`config.mk`:
```
export PLATFORM = sky130hd
export DESIGN_NAME = line_scorer
export DESIGN_NICKNAME = d
export VERILOG_FILES = /design/src/rtl/day3_pkg.sv /design/src/rtl/ascii_digit_decode.sv /design/src/rtl/line_scorer.sv
export SDC_FILE = /design/constraint.sdc
export NUM_CORES = 1
export LEC_CHECK = 0
export ABC_CLOCK_PERIOD_IN_PS = 4040
export CAP_MARGIN = 20
export CORE_UTILIZATION = 43
export CTS_CLUSTER_SIZE = 25
export DETAILED_ROUTE_END_ITERATION = 6
export PLACE_DENSITY = 0.72
export SYNTH_ARGS = -nofsm -noshare
export SYNTH_HDL_FRONTEND = slang
export SYNTH_SLANG_ARGS = --single-unit
```
`constraint.sdc`:
```
create_clock -name clk -period 4.04 [get_ports clk]
set_input_delay 1.212 -clock clk [delete_from_list [all_inputs] [get_ports clk]]
set_output_delay 1.212 -clock clk [all_outputs]
set_load 0.01 [all_outputs]
```
`src/rtl/day3_pkg.sv`:
```
// Shared constants and line-state encoding for the day-3 line scorer and its host-side model.
package day3_pkg;

  localparam int unsigned SCORE_W_DEF = 32;
  localparam int unsigned ScoreBits   = 7;

  localparam logic [7:0] CH_0  = 8'h30;
  localparam logic [7:0] CH_9  = 8'h39;
  localparam logic [7:0] CH_LF = 8'h0A;

  typedef enum logic [1:0] {
    StEmpty = 2'd0,
    StOne   = 2'd1,
    StMulti = 2'd2
  } line_st_e;

  // m*10 + d as two shifts and adds; 9*10+9 = 99 fits in 7 bits.
  function automatic logic [ScoreBits-1:0] times10_plus(input logic [3:0] m,
                                                         input logic [3:0] d);
    return {m, 3'b000} + {2'b00, m, 1'b0} + {3'b000, d};
  endfunction

endpackage

```
`src/rtl/ascii_digit_decode.sv`:
```
// Combinational byte classifier: decimal digit, end-of-line, or neither.
module ascii_digit_decode
  import day3_pkg::*;
(
  input  logic [7:0] in_char,
  output logic       is_digit,
  output logic       is_eol,
  output logic [3:0] d
);

  assign is_digit = (in_char >= CH_0) && (in_char <= CH_9);
  assign is_eol   = (in_char == CH_LF);
  // Low nibble of '0'..'9' is the digit value; meaningless otherwise and ignored.
  assign d        = in_char[3:0];

endmodule

```
`src/rtl/line_scorer.sv`:
```
// Scores each text line as the largest two-digit number formed by an ordered digit pair.
module line_scorer
  import day3_pkg::*;
#(
  parameter int unsigned SCORE_W = SCORE_W_DEF,
  parameter int unsigned CNT_W   = 9
) (
  input  logic               clk,
  input  logic               rst,
  input  logic               in_valid,
  output logic               in_ready,
  input  logic [7:0]         in_char,
  output logic               out_valid,
  input  logic               out_ready,
  output logic [SCORE_W-1:0] out_score,
  output logic [CNT_W-1:0]   line_count
);

  line_st_e             st_q         = StEmpty;
  logic [3:0]           max_d_q      = '0;
  logic [ScoreBits-1:0] best_q       = '0;
  logic [ScoreBits-1:0] score_q      = '0;
  logic                 out_valid_q  = 1'b0;
  logic [CNT_W-1:0]     line_count_q = '0;

  logic                 is_digit;
  logic                 is_eol;
  logic [3:0]           d;
  logic                 accept;
  logic [ScoreBits-1:0] cand;

  ascii_digit_decode u_decode (
    .in_char  (in_char),
    .is_digit (is_digit),
    .is_eol   (is_eol),
    .d        (d)
  );

  // A newline is only taken when the output register is free or being drained.
  assign in_ready = !out_valid_q || out_ready;
  assign accept   = in_valid && in_ready;
  assign cand     = times10_plus(max_d_q, d);

  always_ff @(posedge clk) begin
    if (rst) begin
      st_q         <= StEmpty;
      max_d_q      <= '0;
      best_q       <= '0;
      score_q      <= '0;
      out_valid_q  <= 1'b0;
      line_count_q <= '0;
    end else begin
      if (out_ready) begin
        out_valid_q <= 1'b0;
      end
      if (accept && is_digit) begin
        case (st_q)
          StEmpty: begin
            max_d_q <= d;
            best_q  <= '0;
            st_q    <= StOne;
          end
          default: begin
            best_q  <= (cand > best_q) ? cand : best_q;
            max_d_q <= (d > max_d_q) ? d : max_d_q;
            st_q    <= StMulti;
          end
        endcase
      end else if (accept && is_eol) begin
        // Blank lines produce no score; a lone digit scores zero.
        if (st_q != StEmpty) begin
          out_valid_q <= 1'b1;
          score_q     <= (st_q == StMulti) ? best_q : '0;
          if (line_count_q != '1) begin
            line_count_q <= line_count_q + CNT_W'(1);
          end
        end
        st_q    <= StEmpty;
        max_d_q <= '0;
        best_q  <= '0;
      end
    end
  end

  assign out_valid  = out_valid_q;
  assign out_score  = {{(SCORE_W - ScoreBits){1'b0}}, score_q};
  assign line_count = line_count_q;

endmodule

```
==> impl_metrics.tcl <==
set metrics [dict create \
    outcome "finished, final reports clean" \
    critPathKind "in2reg" \
    fmax_mhz 259.4 \
    cp-startpoint "in_char[3]" \
    rrSetupSlack_ps 920 \
    grt_use_met3 0.04441 \
    cp_cell_sequence "dlygate4sd2_1 -> inv_2 -> fa_1 -> inv_1 -> ha_1 -> a21o_1 -> a21oi_2 -> xnor2_2 -> ha_1 -> nand4_1 -> a21oi_1 -> o22a_1 -> and3_4 -> a22o_1" \
    final_core_util 0.5688 \
    cts.sinks 30 \
    yosys.area.top_type "dfxtp_1" \
    ant_nets 0 \
    yosysWarnings 0 \
    reg2reg_from "max_d_q[0]$_SDFFE_PP0P_" \
    cp-end-kind "flip-flop" \
    dp_hpwl_um 2884 \
    slew_violations 0 \
    start_util 0.4644 \
    root_buffer "clkbuf_8" \
    synth-xor-area-share 0.01821 \
    synthFlopType "dfxtp_1" \
    slowest_stage "fa_1" \
    crit_buf_inv 3 \
    synth-compound-area-share 0.1775 \
    synthMuxAreaShare 0.01625 \
    hold_path.class "reg2reg" \
    crit_path_start_kind "input port" \
    htree_levels 2 \
    yosysSeqAreaShare 0.3121 \
    gp_congestion 0.8058 \
    antenna_found_initial 0 \
    min-delay-start "line_count[6]$_SDFFE_PP0P_" \
    wire_per_inst_um 12.66 \
    vias 1584 \
    rows 23 \
    synth_area_um2 1924 \
    grt_pass1_wl_um 6458 \
    setup_viol 0 \
    drtPass1Iterations 4 \
    cp.required_ps 4210 \
    core_area_um2 4144 \
    synthesis.instances 218 \
    synthAdderAreaFrac 0.1508 \
    grt_usage 0.1832 \
    synth_top_family_by_area "compound AO/OA/AOI/OAI gates" \
    grt_max_degree 27 \
    cts_buffers 5 \
    crit_family "adder cells" \
    ys_ff_latch 30 \
    rsz0062_at_grt "no" \
    cts.clk_slew.worst_paths_ps 60 \
    synthArstFlopShare 0 \
    period_minus_slack_ps 3854 \
    use_met2 0.2803 \
    peakVddDrop_uv 248.5 \
    drc 0 \
    period_share 0.9541 \
    synthTopCellsByArea "dfxtp_1 (31%), ha_1 (13%), buf_4 (9.8%)" \
    drtIter0Drc 55 \
    clock-skew-final_ps 3.005 \
    leakagePower_nw 1.063 \
    synth_area_per_cell_um2 8.827 \
    yosysUniqueCellTypes 42 \
    drv_cap 0 \
    arrival_ps 4020 \
    grt_util_met1 0.2500 \
    clk_latency_ps 280 \
    avgViaCountPerCell 5.143 \
    power_density_nw_per_um2 260.3 \
    fin_total_pwr_uw 613.6 \
    critPathMostFrequentCell "ha_1" \
    synth_edf_count 0 \
    drive_above_1_share 0.1202 \
    nFillCells 394 \
    io_pins 55 \
    final_nets 291 \
    cts_tree "built" \
    top_usage_layer "met2" \
    slowest_delay_ps 540 \
    antenna_cells 0 \
    synthSimpleGateAreaFrac 0.1645 \
    rr_endpoint "best_q[4]$_SDFFE_PP0P_" \
    crit_end "best_q[4]$_SDFFE_PP0P_" \
    yosysTopAreaCellShare 0.3121 \
    final_cell_mix "dfxtp_1 (30), clkdlybuf4s50_1 (26), conb_1 (25), inv_1 (21), ha_1 (19)" \
    first_global_vias 1435 \
    critical_path_depth 14 \
    portBuffers 29 \
    die_w_um 68.90 \
    r2r_cells 13 \
    cts_buffer_depth 2 \
    dieArea_um2 4747 \
    path_max_fanout 7 \
    area.growth.synth_to_final_pct 22.50 \
    hold_violations 0 \
    die_h_um 68.90 \
    layout_commonest_cell "dfxtp_1" \
    grt_overflow 0 \
    routed_wl_um 3898 \
]
==> layer usage <==
| metal | wire [µm] | share of wire |
|---|---|---|
| met3 | 180 | 0.046 |
| met2 | 1770 | 0.45 |
| met1 | 1913 | 0.49 |
| met5 | 0 | 0 |
| met4 | 34 | 0.0087 |
==> synth_stat cells, drive strengths merged, types with 5 or more instances <==
library cell	n
o21ai	5
a22oi	7
o31ai	5
nand3	7
nand2	6
buf	26
a21oi	15
dfxtp	30
clkbuf	6
or4	6
a22o	7
ha	20
inv	22
nor2	18
==> tightest hold or removal path: stages (launching register included) <==
cell and delay (ps):
dfxtp_1 330, o31ai_1 70, a21oi_1 60
==> metrics by stage <==
| stage | worst slack, ps | area, µm² | std cells | hold slack [ps] | setup TNS, ps |
|---|---|---|---|---|---|
| floorplan | 41.60 | 2014 | 242 | 464.7 | 0 |
| global placement | -560.0 | 2220 | 299 | 479.8 | -3912 |
| detailed placement | -668.3 | 2220 | 299 | 491.4 | -4561 |
| CTS | 2.771 | 2342 | 308 | 500.9 | 0 |
| global route | 21.48 | 2357 | 308 | 533.5 | 0 |
| finish | 185.5 | 2357 | 308 | 508.7 | 0 |
==> sequential cells by signal, indices dropped and copies added, names as in the netlist <==
signal / flops
best_q: 7
line_count: 9
max_d_q: 4
out_valid: 1
score_q: 7
st_q: 2
==> how the worst min path moves through the flow <==
stage                                       endpoint  slack, ps  cells after the start
after global routing          best_q[1]$_SDFFE_PP0P_        530                      1
after detailed placement  line_count[6]$_SDFFE_PP0P_        490                      2
after floorplan               best_q[1]$_SDFFE_PP0P_        460                      1
after global placement       score_q[3]$_SDFFE_PP0P_        480                      2
final                     line_count[6]$_SDFFE_PP0P_        510                      2
after CTS                 line_count[6]$_SDFFE_PP0P_        500                      2
==> cell families (layout without fill, tap and decap cells) <==
logic type / count (synthesis) / in the layout
xor gates and xnor gates: 4 / 4
DFF: 30 / 30
muxes: 3 / 3
other: 1 / 25
AOI/OAI and AO/OA: 50 / 50
adders and majority gates: 22 / 22
and+or+nand+nor: 54 / 54
buffers and inverters: 54 / 70
==> report_power, final <==
group	leakage [nW]	total, mW	switching, mW	internal [mW]
clock network	0.0482	0.247	0.110	0.137
registers	0.242	0.297	0.000524	0.296
logic	0.773	0.0701	0.0408	0.0293
total	1.06	0.614	0.151	0.463
==> repair_timing <==
| item | 4_1_cts | 5_1_grt |
|---|---|---|
| setup buffers | 1 | 0 |
| pin swaps | 7 | 5 |
| endpoints found under the setup margin | 7 | 7 |
| hold buffers | 0 | 0 |
| resized for setup | 9 | 4 |
==> area by class of cell <==
cell class	count	area, µm²	share of cell area
multi-input combinational	158	1144	0.4851
sequential	30	600.6	0.2548
timing repair buffer	40	376.6	0.1598
clock buffer	7	86.33	0.03662
inverter	22	82.58	0.03503
tap	50	62.56	0.02654
clock inverter	1	5.005	0.002123
Power figures use the tool's default switching activity.
